===== config.mk =====
export PLATFORM = sky130hd
export DESIGN_NAME = pipeline_hazard_ctrl
export DESIGN_NICKNAME = d
export VERILOG_FILES = /design/src/rtl/pipeline_hazard_ctrl.sv
export SDC_FILE = /design/constraint.sdc
export NUM_CORES = 1
export LEC_CHECK = 0
export BUFFER_PORTS_ARGS = -buffer_cell sky130_fd_sc_hd__buf_2
export CAP_MARGIN = 20
export CORE_MARGIN = 2
export CORE_UTILIZATION = 43
export DETAILED_ROUTE_END_ITERATION = 7
export HOLD_SLACK_MARGIN = 0.03
export PLACE_DENSITY_LB_ADDON = 0.3
export SLEW_MARGIN = 10
export SYNTH_ARGS = -nofsm -noshare
export SYNTH_HDL_FRONTEND = slang
export SYNTH_SLANG_ARGS = --single-unit

===== constraint.sdc =====
create_clock -name CLK -period 2.1 [get_ports CLK]
set_clock_uncertainty 0.1 [all_clocks]
set_input_delay 0.42 -clock CLK [delete_from_list [all_inputs] [get_ports CLK]]
set_output_delay 0.42 -clock CLK [all_outputs]
set_load 0.05 [all_outputs]

===== src/rtl/pipeline_hazard_ctrl.sv =====
// Pipeline hazard sequencer: decides stall, bubble, flush and PC redirect each cycle
// for load-use hazards, taken branches and multi-cycle data-memory accesses.
module pipeline_hazard_ctrl #(
    parameter int unsigned BIN_DIG      = 32,
    parameter int unsigned DMEM_TIMEOUT = 64,
    parameter int unsigned CNT_W        = 16
) (
    input  logic               CLK,
    input  logic               RST,
    input  logic               dec_valid,
    input  logic [4:0]         dec_rs1,
    input  logic [4:0]         dec_rs2,
    input  logic               dec_use_rs1,
    input  logic               dec_use_rs2,
    input  logic               ex_valid,
    input  logic               ex_is_load,
    input  logic [4:0]         ex_rd,
    input  logic               ex_branch_taken,
    input  logic [BIN_DIG-1:0] ex_branch_target,
    input  logic               dmem_req,
    input  logic               dmem_ack,
    output logic               stall_fetch,
    output logic               stall_decode,
    output logic               stall_exec,
    output logic               bubble_exec,
    output logic               flush_decode,
    output logic               redirect_valid,
    output logic [BIN_DIG-1:0] redirect_pc,
    output logic               err_timeout,
    output logic [CNT_W-1:0]   stall_cnt
);

    localparam int unsigned TO_W = $clog2(DMEM_TIMEOUT + 1);

    typedef enum logic [1:0] {
        StRun      = 2'd0,
        StDmemWait = 2'd1,
        StFlush    = 2'd2
    } state_t;

    state_t             state_q, state_d;
    logic [TO_W-1:0]    to_cnt_q, to_cnt_d;
    logic [BIN_DIG-1:0] rpc_q, rpc_d;
    logic               err_q, err_d;
    logic [CNT_W-1:0]   stall_cnt_q, stall_cnt_d;

    logic mem_busy, br, lu;
    logic sf, sd, se, bx, fd, rv;

    assign mem_busy = ex_valid & dmem_req & ~dmem_ack;
    assign br       = ex_valid & ex_branch_taken;
    assign lu       = ex_valid & ex_is_load & dec_valid & (ex_rd != 5'd0) &
                      ((dec_use_rs1 & (dec_rs1 == ex_rd)) | (dec_use_rs2 & (dec_rs2 == ex_rd)));

    always_comb begin
        state_d  = state_q;
        to_cnt_d = to_cnt_q;
        rpc_d    = rpc_q;
        err_d    = err_q;
        sf = 1'b0;
        sd = 1'b0;
        se = 1'b0;
        bx = 1'b0;
        fd = 1'b0;
        rv = 1'b0;
        case (state_q)
            StRun: begin
                // A stalled memory access re-presents any branch or hazard later.
                if (mem_busy) begin
                    sf       = 1'b1;
                    sd       = 1'b1;
                    se       = 1'b1;
                    state_d  = StDmemWait;
                    to_cnt_d = TO_W'(1);
                end else if (br) begin
                    fd      = 1'b1;
                    bx      = 1'b1;
                    rpc_d   = ex_branch_target;
                    state_d = StFlush;
                end else if (lu) begin
                    sf = 1'b1;
                    sd = 1'b1;
                    bx = 1'b1;
                end
            end
            StDmemWait: begin
                sf = 1'b1;
                sd = 1'b1;
                se = 1'b1;
                if (dmem_ack) begin
                    state_d  = StRun;
                    to_cnt_d = '0;
                end else if (to_cnt_q == TO_W'(DMEM_TIMEOUT)) begin
                    err_d    = 1'b1;
                    state_d  = StRun;
                    to_cnt_d = '0;
                end else begin
                    to_cnt_d = to_cnt_q + TO_W'(1);
                end
            end
            StFlush: begin
                rv      = 1'b1;
                fd      = 1'b1;
                bx      = 1'b1;
                state_d = StRun;
            end
            default: begin
                state_d  = StRun;
                to_cnt_d = '0;
            end
        endcase
    end

    assign stall_cnt_d = (sf && (stall_cnt_q != {CNT_W{1'b1}})) ? stall_cnt_q + CNT_W'(1)
                                                                 : stall_cnt_q;

    always_ff @(posedge CLK or negedge RST) begin
        if (!RST) begin
            state_q     <= StRun;
            to_cnt_q    <= '0;
            rpc_q       <= '0;
            err_q       <= 1'b0;
            stall_cnt_q <= '0;
        end else begin
            state_q     <= state_d;
            to_cnt_q    <= to_cnt_d;
            rpc_q       <= rpc_d;
            err_q       <= err_d;
            stall_cnt_q <= stall_cnt_d;
        end
    end

    // Combinational controls are forced low for the whole time reset is held.
    assign stall_fetch    = sf & RST;
    assign stall_decode   = sd & RST;
    assign stall_exec     = se & RST;
    assign bubble_exec    = bx & RST;
    assign flush_decode   = fd & RST;
    assign redirect_valid = rv & RST;
    assign redirect_pc    = rpc_q;
    assign err_timeout    = err_q;
    assign stall_cnt      = stall_cnt_q;

endmodule


==> results of run 1 <==
## area by class of cell
cell class | instances | area (sq um)
clock buffer | 10 | 128
clock inverter | 6 | 105
fill | 469 | 2000
inverter | 5 | 18.8
multi-input combinational | 150 | 1300
sequential | 58 | 1450
tap | 75 | 93.8
timing repair buffer | 147 | 921
## state kept, by name (all words and copies together), names as in the netlist
| name | count |
|---|---|
| redirect_pc | 32 |
| stall_cnt | 16 |
| to_cnt_q | 7 |
| state_q | 2 |
| err_timeout | 1 |
## worst paths after layout
check	startpoint	to	slack, ps	cells past startpoint
max	ex_rd[4]	stall_decode	-260	7
min	RST	stall_cnt[13]	80	2
max reg2reg	stall_cnt[1]	stall_cnt[11]	20	8
min reg2reg	err_timeout	err_timeout	380	1
max in group asynchronous	RST	state_q[0]	1120	2
min in group CLK	ex_branch_target[20]	redirect_pc[20]	230	2
## cells in the mapped netlist (4+ instances only)
cell	number	area, sq um
buf_2	4	20.0
nand4_1	9	56.3
o21ai_0	9	45.0
xor2_1	10	87.6
and3_1	6	37.5
nand3_1	12	60.1
mux2_2	33	372
xnor2_1	15	131
dfrtp_1	58	1450
nand2_1	9	33.8
nor2_1	10	37.5
inv_1	5	18.8
## metal layers
layer	wire length, um	vias up
li1	-	1090
met4	79	0
met1	2730	1086
met5	0	-
met2	3150	83
met3	521	9
## cell families after synthesis
group,count (synthesis)
simple gates,65
flops,58
mux,34
xor+xnor,25
compound gates,23
buf+inv,13
fa+ha+maj,3
## power by group
group / leakage [uW] / internal (uW) / total (uW) / switching, uW
sequential: 0.000725 / 1340 / 1460 / 125
combinational: 0.00111 / 564 / 1700 / 1140
clock: 0.000120 / 782 / 1200 / 422
total: 0.00195 / 2690 / 4370 / 1690
## repair_timing
item | in CTS | in global routing
hold endpoints to repair | 5 | 0
pin swaps | 10 | 10
hold buffers | 1 | 0
buffers inserted | 5 | 3
endpoints found under the setup margin | 18 | 11
gates cloned | 0 | 0
resized for setup | 22 | 6
## worst register-to-register path, delay by kind of cell (launching register included)
family / cells / cell delay (ps)
compound gates: 1 / 250
flops: 1 / 420
fa+ha+maj: 1 / 160
xor+xnor: 1 / 150
buf+inv: 1 / 170
simple gates: 4 / 710
## stage by stage
stage | area (sq um) | power (uW)
2_1_floorplan | 2790 | 2610
4_1_cts | 3980 | 4390
5_1_grt | 4020 | 4570
3_3_place_gp | 3620 | 3080
6_report | 4020 | 4370
3_5_place_dp | 3620 | 3120
==> flow_summary.json, run 1 <==
{
  "ir_worst_vdd_v": 0.000821,
  "crit_slowest_cell": "nor4_2",
  "grt.total_usage": 0.192,
  "maxSlewHeadroom": 0.668,
  "synth-adder-area-share": 0.0138,
  "busiest_layer": "met2",
  "vias_per_cell": 5.03,
  "place_inst": 427,
  "leakagePower_uw": 0.00195,
  "power_density_nw_per_um2": 1090,
  "ant_nets": 0,
  "synth_nets": 281,
  "stdcell_count": 451,
  "clk_pin_slew_ps": 70,
  "final_common_cell": "buf_2",
  "gp_congestion": 0.786,
  "cts_root_buf": "clkbuf_8",
  "drt_first_iter_violations": 74,
  "hold_slack_ps": 83.7,
  "synth.distinct_cells": 40,
  "placementRows": 28,
  "avgSynthCellArea_sq_um": 12.3,
  "dr.pass1.iters": 4,
  "syn_inst": 221,
  "drv_cap": 0,
  "fmaxAchievable_mhz": 424,
  "min_path_type": "in2async",
  "syn_area_sq_um": 2720,
  "synth_top_family_by_area": "simple AND/OR/NAND/NOR gates",
  "critPathLaunchType": "input port",
  "core_area_sq_um": 6030,
  "status": "finished, violations left",
  "utilization": 0.667,
  "crit_fanout": 3,
  "dieHeight_um": 83.6,
  "arrival_ps": 1840,
  "pin_count": 112,
  "critPathKind": "in2out",
  "report.final.slew_viol_count": 0,
  "antenna_found_initial": 0,
  "use_met1": 0.232,
  "tightest_slew_ps": 497,
  "synth_compound_area_frac": 0.0620,
  "grt-ovfl-total": 0,
  "synth-seq-cells": 58,
  "path_delay_family": "simple AND/OR/NAND/NOR gates",
  "failed_checks": "setup timing",
  "setup_ws_ps": -260,
  "synth_flop_cell": "dfrtp_1",
  "yosys.area_share.xor_xnor": 0.0804,
  "finalCritPeriodShare": 1.12,
  "cts_tree": "done",
  "cp_cell_sequence": "buf_2 -> xor2_1 -> nor4_2 -> a32oi_2 -> o31ai_2 -> and2_4 -> buf_8",
  "critPathMaxStageDelay_ps": 350,
  "hold_violations": 0,
  "muxShareOfSynthArea": 0.142,
  "routed_wl_mm": 6.49,
  "pre_cts_slack_ps": -446,
  "grt_use_met2": 0.317,
  "ys_warn_count": 0,
  "wl_per_cell_um": 14.4,
  "clock_latency_ps": 320,
  "critPathCaptureType": "output pin",
  "synthSimpleGateAreaFrac": 0.142,
  "synthArstFlopShare": 1.00,
  "grt_first_pass_wirelength_mm": 10.9,
  "cts_max_level": 3,
  "layout.nets": 431,
  "grt_start_max_net_pins": 40,
  "route.detailed.drc": 0,
  "cts_buffer_depth": 2,
  "crit_required_ps": 1580,
  "portBuffers": 111,
  "clkSinkCount": 58,
  "vias": 2268,
  "initial_utilization": 0.452,
  "area_growth_pct": 47.7,
  "rsz0062_at_grt": "true",
  "dieArea_sq_um": 6980,
  "worst-path-buf-inv": 2,
  "die_x_um": 83.6,
  "final_cell_mix": "buf_2, dfrtp_1, mux2_2",
  "seq_area_frac_synth": 0.533,
  "layout-drive-gt1-share": 0.588,
  "n_antenna_cell": 0,
  "dpl.hpwl_mm": 4.71,
  "grt_pass1_vias": 2427,
  "grtUsageMet3": 0.0673,
  "period_minus_slack_ps": 2360,
  "setup_violations": 3,
  "numCtsBuffers": 9,
  "synth_edf_count": 0,
  "fin_tns_setup_ps": -740
}
Note: power is estimated with default switching activity, not from simulation.
==> run 2, diff against run 1 <==
--- a/config.mk
+++ b/config.mk
@@ -7,6 +7,7 @@
 export LEC_CHECK = 0
 export BUFFER_PORTS_ARGS = -buffer_cell sky130_fd_sc_hd__buf_2
 export CAP_MARGIN = 20
+export CORE_ASPECT_RATIO = 0.8
 export CORE_MARGIN = 2
 export CORE_UTILIZATION = 43
 export DETAILED_ROUTE_END_ITERATION = 7
==> flow_summary.json, run 2 (same netlist as run 1, synthesis figures left out) <==
{
  "p_seq_frac": 0.355,
  "critPathKind": "in2out",
  "r2r-start": "stall_cnt[0]",
  "arrival_ps": 1860,
  "grt_first_pass_wirelength_mm": 10.9,
  "clk_pin_slew_ps": 60,
  "switching_share": 0.404,
  "n_antenna_cell": 0,
  "multi_input_area_sq_um": 1320,
  "crit_fanout": 3,
  "reg2reg_to": "stall_cnt[11]",
  "cts_max_level": 3,
  "r2r.worst_path.cells": 8,
  "grt_start_max_net_pins": 37,
  "cts_tree": "done",
  "place_inst": 430,
  "rrSetupSlack_ps": -20,
  "dr.pass1.iters": 4,
  "num-fill-cells": 466,
  "internal_power_uw": 2480,
  "power_density_nw_per_um2": 1050,
  "setup_ws_ps": -279,
  "dieHeight_um": 75.2,
  "cp_cell_sequence": "buf_6 -> xor2_2 -> nor4_2 -> a32oi_2 -> o21ai_1 -> a21oi_2 -> nor3b_4 -> buf_6",
  "core_area_sq_um": 6010,
  "vias_per_cell": 5.02,
  "rsz0062_at_grt": "true",
  "maxSlewHeadroom": 0.676,
  "power_uw": 4160,
  "critPathLaunchType": "input port",
  "portBuffers": 111,
  "hold_violations": 0,
  "placementRows": 25,
  "grt_pass1_vias": 2369,
  "pin_count": 112,
  "routed_wl_mm": 6.91,
  "critPathCaptureType": "output pin",
  "cp_common_cell": "buf_6",
  "grt-ovfl-total": 0,
  "seq_area_sq_um": 1450,
  "vias": 2275,
  "critPathMaxStageDelay_ps": 320,
  "report.final.slew_viol_count": 0,
  "failed_checks": "setup timing",
  "grt.total_usage": 0.204,
  "tightest_slew_ps": 484,
  "final_cell_mix": "buf_2, dfrtp_1, mux2_2",
  "ant_nets": 0,
  "min_path_type": "in2async",
  "wl_per_cell_um": 15.2,
  "finalCritPeriodShare": 1.13,
  "setup_violations": 6,
  "numCtsBuffers": 9,
  "drt_first_iter_violations": 100,
  "status": "finished, violations left",
  "leakagePower_uw": 0.00193,
  "layout.nets": 429,
  "crit_required_ps": 1580,
  "drv_cap": 0,
  "combPwrFrac": 0.403,
  "stdcell_count": 453,
  "layout-drive-gt1-share": 0.589,
  "route.detailed.drc": 0,
  "largest_reg_flops": 32,
  "clkSinkCount": 58,
  "dieArea_sq_um": 6990,
  "fmaxAchievable_mhz": 420,
  "gp_congestion": 0.837,
  "die_x_um": 93.0,
  "clock_latency_ps": 330,
  "antenna_found_initial": 0,
  "dpl.hpwl_mm": 4.94,
  "crit_slowest_cell": "nor4_2",
  "initial_utilization": 0.453,
  "area_growth_pct": 46.0,
  "cts_root_buf": "clkbuf_8",
  "clkPwrFrac": 0.242,
  "cts_buffer_depth": 2,
  "period_minus_slack_ps": 2380,
  "ir_worst_vdd_v": 0.000732,
  "netSwitchingPower_uw": 1680,
  "final_common_cell": "buf_2"
}
## run 2: metal layers
metal  vias to the layer above  global-route usage  routed length (um)
met5                         -                   0                   0
met4                         0              0.0572                 115
met3                        11              0.0941                 596
met2                        91               0.336                3280
met1                      1090               0.248                2920
li1                       1083                   -                   -
## run 2: final cells by class
class                   count  share of cell area
multi-input cells         150               0.333
clock inverters             3              0.0101
inverters                   5             0.00472
clock buffers              11              0.0381
repair buffers            145               0.223
well taps                  81              0.0255
flip-flops and latches     58               0.366
## run 2: worst max-delay path: cells and delay by family
family / cells / cell delay, ps
simple gates: 2 / 510
compound gates: 3 / 480
buf+inv: 2 / 280
xor+xnor: 1 / 170
## run 2: how the worst max path moves through the flow
| stage | from | cells after the start | end |
|---|---|---|---|
| floorplan | ex_rd[3] | 6 | stall_fetch |
| global placement | ex_rd[3] | 8 | bubble_exec |
| detailed placement | ex_rd[3] | 8 | bubble_exec |
| CTS | dec_rs1[1] | 8 | bubble_exec |
| global route | dec_rs1[1] | 8 | bubble_exec |
| finish | dec_rs1[1] | 8 | bubble_exec |
## run 2: power groups by stage
| stage | sequential (uW) | clock, uW | combinational (uW) |
|---|---|---|---|
| floorplan | 2230 | 0 | 378 |
| global placement | 1470 | 0 | 1580 |
| detailed placement | 1480 | 0 | 1620 |
| CTS | 1470 | 1030 | 1680 |
| global route | 1510 | 1090 | 1780 |
| finish | 1480 | 1010 | 1680 |
## run 2: per-stage QoR
step,hold WS [ps],setup WS (ps),TNS [ps],cell area [sq um],utilization
2_1_floorplan,24.4,-262,-3080,2790,-
3_3_place_gp,224,-353,-2220,3580,0.596
3_5_place_dp,224,-437,-4020,3580,0.596
4_1_cts,45.7,-288,-791,3940,0.656
5_1_grt,41.5,-310,-1270,3980,0.662
6_report,45.0,-279,-800,3980,0.662
## run 2: timing repair
action,4_1_cts,5_1_grt
gates resized for setup,17,11
cloned,1,0
hold buffers,1,0
setup buffers,7,1
setup endpoints to repair,18,19
pin swaps,10,16
endpoints found under the hold margin,6,0
==> run 3, diff against run 2 <==
--- a/config.mk
+++ b/config.mk
@@ -12,7 +12,7 @@
 export CORE_UTILIZATION = 43
 export DETAILED_ROUTE_END_ITERATION = 7
 export HOLD_SLACK_MARGIN = 0.03
-export PLACE_DENSITY_LB_ADDON = 0.3
+export PLACE_DENSITY = 0.73
 export SLEW_MARGIN = 10
 export SYNTH_ARGS = -nofsm -noshare
 export SYNTH_HDL_FRONTEND = slang
==> flow_summary.json, run 3 (same netlist as run 1, synthesis figures left out) <==
{
  "layout.nets": 441,
  "placementRows": 25,
  "pin_count": 112,
  "period_minus_slack_ps": 2320,
  "ant_nets": 0,
  "layout-drive-gt1-share": 0.598,
  "grt.total_usage": 0.197,
  "dieHeight_um": 75.2,
  "route.detailed.drc": 0,
  "arrival_ps": 1800,
  "internal_power_uw": 2390,
  "hold_slack_ps": 90.4,
  "drv_cap": 0,
  "clk_pin_slew_ps": 70,
  "cts_max_level": 3,
  "netSwitchingPower_uw": 1720,
  "cts_root_buf": "clkbuf_8",
  "grt-ovfl-total": 0,
  "final_common_cell": "buf_2",
  "leakagePower_uw": 0.00199,
  "switching_share": 0.419,
  "antenna_found_initial": 0,
  "finalCritPeriodShare": 1.10,
  "largest_reg_flops": 32,
  "grt_start_max_net_pins": 23,
  "dieArea_sq_um": 6990,
  "n_antenna_cell": 0,
  "pre_cts_slack_ps": -413,
  "die_x_um": 93.0,
  "p_seq_frac": 0.357,
  "ir_worst_vdd_v": 0.000663,
  "rsz0062_at_grt": "true",
  "dr.pass1.iters": 4,
  "critPathKind": "in2out",
  "num-fill-cells": 471,
  "dpl.hpwl_mm": 4.92,
  "maxSlewHeadroom": 0.607,
  "clkSinkCount": 58,
  "crit_fanout": 3,
  "fmaxAchievable_mhz": 432,
  "grt_first_pass_wirelength_mm": 10.6,
  "vias": 2309,
  "report.final.slew_viol_count": 0,
  "portBuffers": 111,
  "tightest_slew_ps": 588,
  "hold_violations": 0,
  "critPathCaptureType": "output pin",
  "cts_tree": "done",
  "power_density_nw_per_um2": 1000,
  "status": "finished, violations left",
  "critPathLaunchType": "input port",
  "routed_wl_mm": 6.93,
  "clock_latency_ps": 330,
  "clkPwrFrac": 0.217,
  "combPwrFrac": 0.426,
  "grt_pass1_vias": 2251,
  "drt_first_iter_violations": 58,
  "area_growth_pct": 50.4,
  "crit_required_ps": 1580,
  "vias_per_cell": 4.94,
  "numCtsBuffers": 9,
  "setup_ws_ps": -217,
  "failed_checks": "setup timing",
  "gp_congestion": 0.759,
  "wl_per_cell_um": 14.8,
  "initial_utilization": 0.453,
  "min_path_type": "in2async",
  "setup_violations": 3,
  "final_cell_mix": "buf_2, dfrtp_1, buf_4",
  "cts_buffer_depth": 2,
  "core_area_sq_um": 6010
}
## run 3: cell count changes in the layout (fill, tap and decap cells not counted), sizes merged
cell,before,now
buf,144,155
bufinv,1,0
clkbuf,11,12
clkinv,2,3
clkinvlp,0,2
## run 3: final timing paths
kind / startpoint / to / slack [ps] / depth (start not counted)
min in group CLK: ex_branch_target[12] / redirect_pc[12] / 220 / 2
max in group asynchronous: RST / to_cnt_q[1] / 1270 / 2
worst min register to register: err_timeout / err_timeout / 390 / 1
worst max-delay path: dec_rs1[1] / bubble_exec / -220 / 8
worst min-delay path: RST / stall_cnt[10] / 90 / 2
worst max register to register: stall_cnt[0] / stall_cnt[9] / 20 / 9
## run 3: power by group through the flow
| stage | sequential (uW) | clock [uW] | combinational [uW] |
|---|---|---|---|
| after floorplan | 2230 | 0 | 378 |
| after global placement | 1470 | 0 | 1620 |
| after detailed placement | 1480 | 0 | 1660 |
| after CTS | 1470 | 919 | 1720 |
| after global routing | 1500 | 969 | 1840 |
| final | 1470 | 890 | 1750 |
## run 3: critical path, cell delays in order
cell	delay (ps)
buf_8	100
xor2_2	160
nor4_2	300
a32oi_2	200
o21ai_2	170
a21oi_2	90
nor3b_4	170
buf_6	180
## run 3: repair_timing
| action | 4_1_cts | 5_1_grt |
|---|---|---|
| cloned | 1 | 0 |
| pin swaps | 9 | 17 |
| hold buffers | 1 | 0 |
| endpoints found under the setup margin | 19 | 14 |
| hold endpoints to repair | 1 | 0 |
| buffers inserted | 3 | 6 |
| gates resized for setup | 24 | 14 |
## run 3: cell type report
cell class	count	area [sq um]	share of cell area
flip-flops and latches	58	1450	0.355
clock buffers	11	141	0.0345
multi-input cells	150	1340	0.326
well taps	81	101	0.0247
inverters	5	18.8	0.00458
clock inverters	5	30.0	0.00733
repair buffers	157	1010	0.248
## run 3: per-stage QoR
stage	cells	instance area, sq um	total power, uW	setup TNS [ps]	utilization
final	467	4100	4100	-649	0.682
after global placement	442	3680	3090	-2370	0.613
after detailed placement	442	3680	3140	-3120	0.613
after global routing	467	4100	4300	-1030	0.682
after floorplan	221	2790	2610	-3080	-
after CTS	463	4010	4110	-701	0.668
## run 3: per-layer routing
metal / part of all wire / wire length, um / global-route usage / up-vias
met5: 0 / 0 / 0 / -
met1: 0.42 / 2930 / 0.242 / 1103
met3: 0.079 / 550 / 0.0811 / 12
li1: - / - / - / 1111
met4: 0.017 / 119 / 0.0703 / 0
met2: 0.48 / 3340 / 0.320 / 83
